File: config.mk
export PLATFORM = sky130hd
export DESIGN_NAME = pipe_skid_reg
export DESIGN_NICKNAME = d
export VERILOG_FILES = /design/src/rtl/pipe_skid_reg.sv
export SDC_FILE = /design/constraint.sdc
export NUM_CORES = 1
export LEC_CHECK = 0
export ABC_AREA = 1
export BUFFER_PORTS_ARGS = -buffer_cell sky130_fd_sc_hd__buf_2
export CAP_MARGIN = 15
export CORE_MARGIN = 4
export CORE_UTILIZATION = 55
export CTS_BUF_LIST = sky130_fd_sc_hd__clkbuf_4
export CTS_CLUSTER_SIZE = 40
export DETAILED_ROUTE_END_ITERATION = 10
export PLACE_DENSITY_LB_ADDON = 0.05
export SKIP_LAST_GASP = 1
export SLEW_MARGIN = 0
export SYNTH_ARGS = -nofsm -noshare
export SYNTH_HDL_FRONTEND = slang
export SYNTH_SLANG_ARGS = --single-unit
File: constraint.sdc
create_clock -name clk -period 5.4 [get_ports clk]
set_clock_uncertainty 0.2 [all_clocks]
set_input_delay 0.81 -clock clk [delete_from_list [all_inputs] [get_ports clk]]
set_output_delay 0.81 -clock clk [all_outputs]
set_load 0.005 [all_outputs]
File: src/rtl/pipe_skid_reg.sv
// Pipeline stage register with two-entry skid buffer, flush-to-NOP and saturating stall counter.
// Latency: one cycle from acceptance to out_data; out_valid/in_ready come from state flops only.
// Backpressure: absorbs one extra payload into skid after out_ready drops, then deasserts in_ready.
module pipe_skid_reg #(
    parameter int               WIDTH   = 32,
    parameter logic [WIDTH-1:0] NOP_VAL = WIDTH'(32'h0000_0013),
    parameter int               CNT_W   = 16
) (
    input  logic             clk,
    input  logic             reset,
    input  logic             flush,
    input  logic             in_valid,
    output logic             in_ready,
    input  logic [WIDTH-1:0] in_data,
    output logic             out_valid,
    input  logic             out_ready,
    output logic [WIDTH-1:0] out_data,
    output logic [CNT_W-1:0] stall_cnt
);

    typedef enum logic [1:0] {
        ST_EMPTY = 2'd0,
        ST_BUSY  = 2'd1,
        ST_FULL  = 2'd2
    } state_t;

    state_t           state_q, state_d;
    logic [WIDTH-1:0] main_q, main_d;
    logic [WIDTH-1:0] skid_q, skid_d;
    logic [CNT_W-1:0] stall_cnt_q, stall_cnt_d;

    logic in_fire;
    logic out_fire;

    // Handshake outputs decode from state only, so no input reaches them combinationally.
    assign out_valid = (state_q != ST_EMPTY);
    assign in_ready  = (state_q != ST_FULL);
    assign out_data  = main_q;
    assign stall_cnt = stall_cnt_q;

    assign in_fire  = in_valid & in_ready;
    assign out_fire = out_valid & out_ready;

    always_comb begin
        state_d = state_q;
        main_d  = main_q;
        skid_d  = skid_q;

        unique case (state_q)
            ST_EMPTY: begin
                if (in_fire) begin
                    main_d  = in_data;
                    state_d = ST_BUSY;
                end
            end
            ST_BUSY: begin
                if (in_fire && out_fire) begin
                    main_d = in_data;
                end else if (in_fire) begin
                    skid_d  = in_data;
                    state_d = ST_FULL;
                end else if (out_fire) begin
                    main_d  = NOP_VAL;
                    state_d = ST_EMPTY;
                end
            end
            ST_FULL: begin
                if (out_fire) begin
                    main_d  = skid_q;
                    state_d = ST_BUSY;
                end
            end
            default: begin
                main_d  = NOP_VAL;
                state_d = ST_EMPTY;
            end
        endcase

        // Flush wins over every handshake; an accepted input this cycle is dropped too.
        if (flush) begin
            main_d  = NOP_VAL;
            state_d = ST_EMPTY;
        end
    end

    always_comb begin
        stall_cnt_d = stall_cnt_q;
        if (out_valid && !out_ready && (stall_cnt_q != {CNT_W{1'b1}})) begin
            stall_cnt_d = stall_cnt_q + CNT_W'(1);
        end
    end

    always_ff @(posedge clk or posedge reset) begin
        if (reset) begin
            state_q     <= ST_EMPTY;
            main_q      <= NOP_VAL;
            skid_q      <= '0;
            stall_cnt_q <= '0;
        end else begin
            state_q     <= state_d;
            main_q      <= main_d;
            skid_q      <= skid_d;
            stall_cnt_q <= stall_cnt_d;
        end
    end

endmodule

==> results.yml <==
status:
  run_status: "completed"
synth:
  postSynthRegisterBits: 82
  syn-instance-count: 533
  synth_cell_type_count: 25
  synth_largest_area_cell: "sky130_fd_sc_hd__dfrtp_1"
  synth_seq_area_share_pct: 50.9
  synth.area.top_cells: "sky130_fd_sc_hd__dfrtp_1 (49%), sky130_fd_sc_hd__nand2_1 (21%), sky130_fd_sc_hd__o21ai_0 (6.3%), sky130_fd_sc_hd__nand3_1 (5.2%), sky130_fd_sc_hd__inv_1 (4.4%)"
  synthDominantCellAreaShare_pct: 48.9
  synthesis.yosys.warnings: 0
  mappedNetlistNets: 571
  synthesis.area_per_instance_sq_um: 7.58
  syn-cell-area_sq_mm: 0.00404
floorplan:
  die_area_sq_mm: 0.00878
  num_io_pins: 87
  fp.dieH_um: 93.7
  core.rowCount: 30
  area_of_the_core_region_sq_mm: 0.00698
  die_width_um: 93.7
  start_util_pct: 57.9
clock_tree:
  clock_insertion_delay_worst_skew_ps: 420
  htreeDepth: 3
  clkSlewWorstSetupHoldPaths_ps: 140
  cts_made_buffers: 9
  cts-resized-gates: 0
  postCtsHoldBufs: 0
  clkSinkCount: 82
  clock_tree.buffer_depth: 2
  master_cell_of_the_clock_root_buffer: "sky130_fd_sc_hd__clkbuf_4"
  postCtsSetupBuffers: 0
  cts_tree: "yes"
global_routing:
  vias_in_the_first_global_route: 3291
  antenna_found_initial: 0
  grt_pass1_wl_um: 15700
  maximum_number_of_pins_on_one_net_before_global_route_repair: 62
  grt.overflow.total: 0
  globalRouteTotalUtil_pct: 22.3
sta:
  slew_headroom_pct: 30.3
  setup-tns-final_ps: 0
  final_min_period_over_clock_period_pct: 56.8
  fin_worst_hold_slack_ps: 203
  hold_viol_final: 0
  report.final.setup_viol: 0
  timing.fmax_mhz: 326
  timing.final.crit_period_ps: 3070
  slew_violations: 0
  tightest_slew_ps: 1040
  rsz0062_at_grt: "no"
routing:
  number_of_nets_with_antenna_violations_after_routing: 0
  vias_per_cell: 5.16
  wl_um: 9430
  detail_route.drc_violations: 0
  drtIter0Drc: 139
  detail_route.wl_per_cell_um: 13.3
  first_pass_iters: 5
  vias: 3659
final_layout:
  final-instance-count-excl-fill: 709
  layout.nets: 646
  share_of_layout_cells_above_drive_strength_1_pct: 18.9
  area_delta_synth_final_pct: 14.1
  n_antenna_cell: 0
flow_run:
  timing.max_cap.violations: 0
place:
  numPortBuffers: 86
  dp_hpwl_um: 6420
  place_inst: 693
  gp_routability_congestion: 0.811
setup_path:
  crit_path_cell_trace: "buf_2, inv_1, nand3_1, nand2_1, nor2_4, inv_2, nand2_1, nand2_1"
  critical_path.max_stage_delay_ps: 600
  cpMostUsedCell: "sky130_fd_sc_hd__nand2_1"
  worst_path_max_delay_cell: "sky130_fd_sc_hd__nor2_4"
  setup.worst_path.end_class: "flop"
  critical_path.top_delay_family: "simple AND/OR/NAND/NOR gates"
  timing.critical_path.required_ps: 5510
  worstPathMaxFanout: 33
  crit_arrival_ps: 3170
  cp_num_buf_inv: 3
  start_kind: "input pin"
  path_class: "input pin to flop"
hold_path:
  min-delay-path-class: "input pin to asynchronous set/reset pin"
power_and_ir_drop:
  power.ir.vdd_worst_v: 0.000158
  power.density_mw_per_mm2: 341
  power.static_leakage_nw: 2.54
cell type report:
type,instances,area (sq um)
sequential,82,2060
timing repair buffer,87,438
clock buffer,9,67.6
fill,645,2370
clock inverter,7,83.8
tap,96,120
inverter,52,196
multi-input combinational,376,1650
cell usage in the layout (no fill, tap or decap):
master                       instances
sky130_fd_sc_hd__buf_4               1
sky130_fd_sc_hd__o21ai_1            14
sky130_fd_sc_hd__clkinv_2            2
sky130_fd_sc_hd__nor2_2              1
sky130_fd_sc_hd__nand3_1            42
sky130_fd_sc_hd__nor2_4              1
sky130_fd_sc_hd__nor2_1             18
sky130_fd_sc_hd__dfstp_2             3
sky130_fd_sc_hd__inv_2               5
sky130_fd_sc_hd__dfrtp_1            79
sky130_fd_sc_hd__xnor2_1             7
sky130_fd_sc_hd__a31oi_1             1
sky130_fd_sc_hd__clkinvlp_4          1
sky130_fd_sc_hd__ha_1                1
sky130_fd_sc_hd__nand2_1           224
sky130_fd_sc_hd__a21oi_1             1
sky130_fd_sc_hd__inv_1              46
sky130_fd_sc_hd__clkinv_1            3
sky130_fd_sc_hd__nand2_2             3
sky130_fd_sc_hd__o31ai_1             1
sky130_fd_sc_hd__nand4_1             9
sky130_fd_sc_hd__bufinv_16           2
sky130_fd_sc_hd__o21ai_0            51
sky130_fd_sc_hd__buf_2              86
sky130_fd_sc_hd__nand3_2             1
sky130_fd_sc_hd__nor3_2              1
sky130_fd_sc_hd__clkbuf_4            9
Yosys cell counts:
cell type and instances:
sky130_fd_sc_hd__buf_6 5, sky130_fd_sc_hd__nor2_1 18, sky130_fd_sc_hd__clkbuf_2 1, sky130_fd_sc_hd__inv_1 47, sky130_fd_sc_hd__xnor2_1 7, sky130_fd_sc_hd__nand4_1 9
sky130_fd_sc_hd__ha_1 1, sky130_fd_sc_hd__dfrtp_1 79, sky130_fd_sc_hd__nand2_2 3, sky130_fd_sc_hd__o21ai_0 51, sky130_fd_sc_hd__o21ai_1 14, sky130_fd_sc_hd__nor2_2 1
sky130_fd_sc_hd__clkbuf_1 12, sky130_fd_sc_hd__o31ai_1 1, sky130_fd_sc_hd__inv_2 5, sky130_fd_sc_hd__nor2_4 1, sky130_fd_sc_hd__dfstp_2 3, sky130_fd_sc_hd__a21oi_1 1
sky130_fd_sc_hd__buf_2 1, sky130_fd_sc_hd__nand3_2 1, sky130_fd_sc_hd__nand2_1 224, sky130_fd_sc_hd__a31oi_1 1, sky130_fd_sc_hd__nand3_1 42, sky130_fd_sc_hd__buf_4 4
sky130_fd_sc_hd__nor3_2 1
per-stage QoR:
| stage | worst slack, ps | util, % | power (W) | cell area (sq um) |
|---|---|---|---|---|
| detailed placement | 1940 | 63.9 | 0.00119 | 4460 |
| floorplan | 2290 | - | 0.00107 | 4040 |
| finish | 2330 | 66.0 | 0.00157 | 4610 |
| CTS | 2390 | 66.0 | 0.00158 | 4610 |
| global route | 2180 | 66.0 | 0.00168 | 4610 |
| global placement | 2160 | 63.9 | 0.00118 | 4460 |
where the power goes:
part,switching [W],internal (W),total (W)
Combinational,0.000206,0.000133,0.000338
Clock,0.000209,0.000183,0.000392
Sequential,0.0000925,0.000750,0.000842
kinds of logic after synthesis:
family                   after synthesis  synth area share [%]
AND/OR/NAND/NOR                      300                  30.5
flip-flops                            82                  50.9
buffers and inverters                 75                  8.33
AO/OA/AOI/OAI                         68                  8.51
XOR/XNOR                               7                  1.52
adder cells (fa/ha/maj)                1                 0.310
path summary, 6_finish.rpt:
path                                    startpoint                        to  slack [ps]  depth (start not counted)
max                                          flush  out_data[16]$_DFFE_PP0P_        2330                          8
max in group asynchronous                    reset    skid_q[25]$_DFFE_PP0P_        3770                          3
min                                          reset   out_data[9]$_DFFE_PP0P_         200                          2
max reg2reg                 state_q[0]$_DFFE_PP0P_  out_data[16]$_DFFE_PP0P_        2560                          9
min reg2reg                out_data[4]$_DFFE_PP1P_   out_data[4]$_DFFE_PP1P_         270                          2
min in group clk           out_data[4]$_DFFE_PP1P_   out_data[4]$_DFFE_PP1P_         270                          2
worst register-to-register path, delay by kind of cell (launching register included):
| kind | cells | cell delay (ps) |
|---|---|---|
| DFF | 1 | 490 |
| buffers and inverters | 3 | 760 |
| and+or+nand+nor | 6 | 1300 |
metal layers:
metal,global-route usage [%],up-vias,share of wire (%)
li1,-,1828,-
met1,30.7,1707,46
met5,0,-,0
met3,4.09,14,5.8
met4,7.82,0,1.5
met2,35.4,110,47
sequential cells by signal, summed over array words and instances (netlist names):
signal and count:
state_q 2, skid_q 32, stall_cnt 16, out_data 32
(Power assumes the default switching activity.)
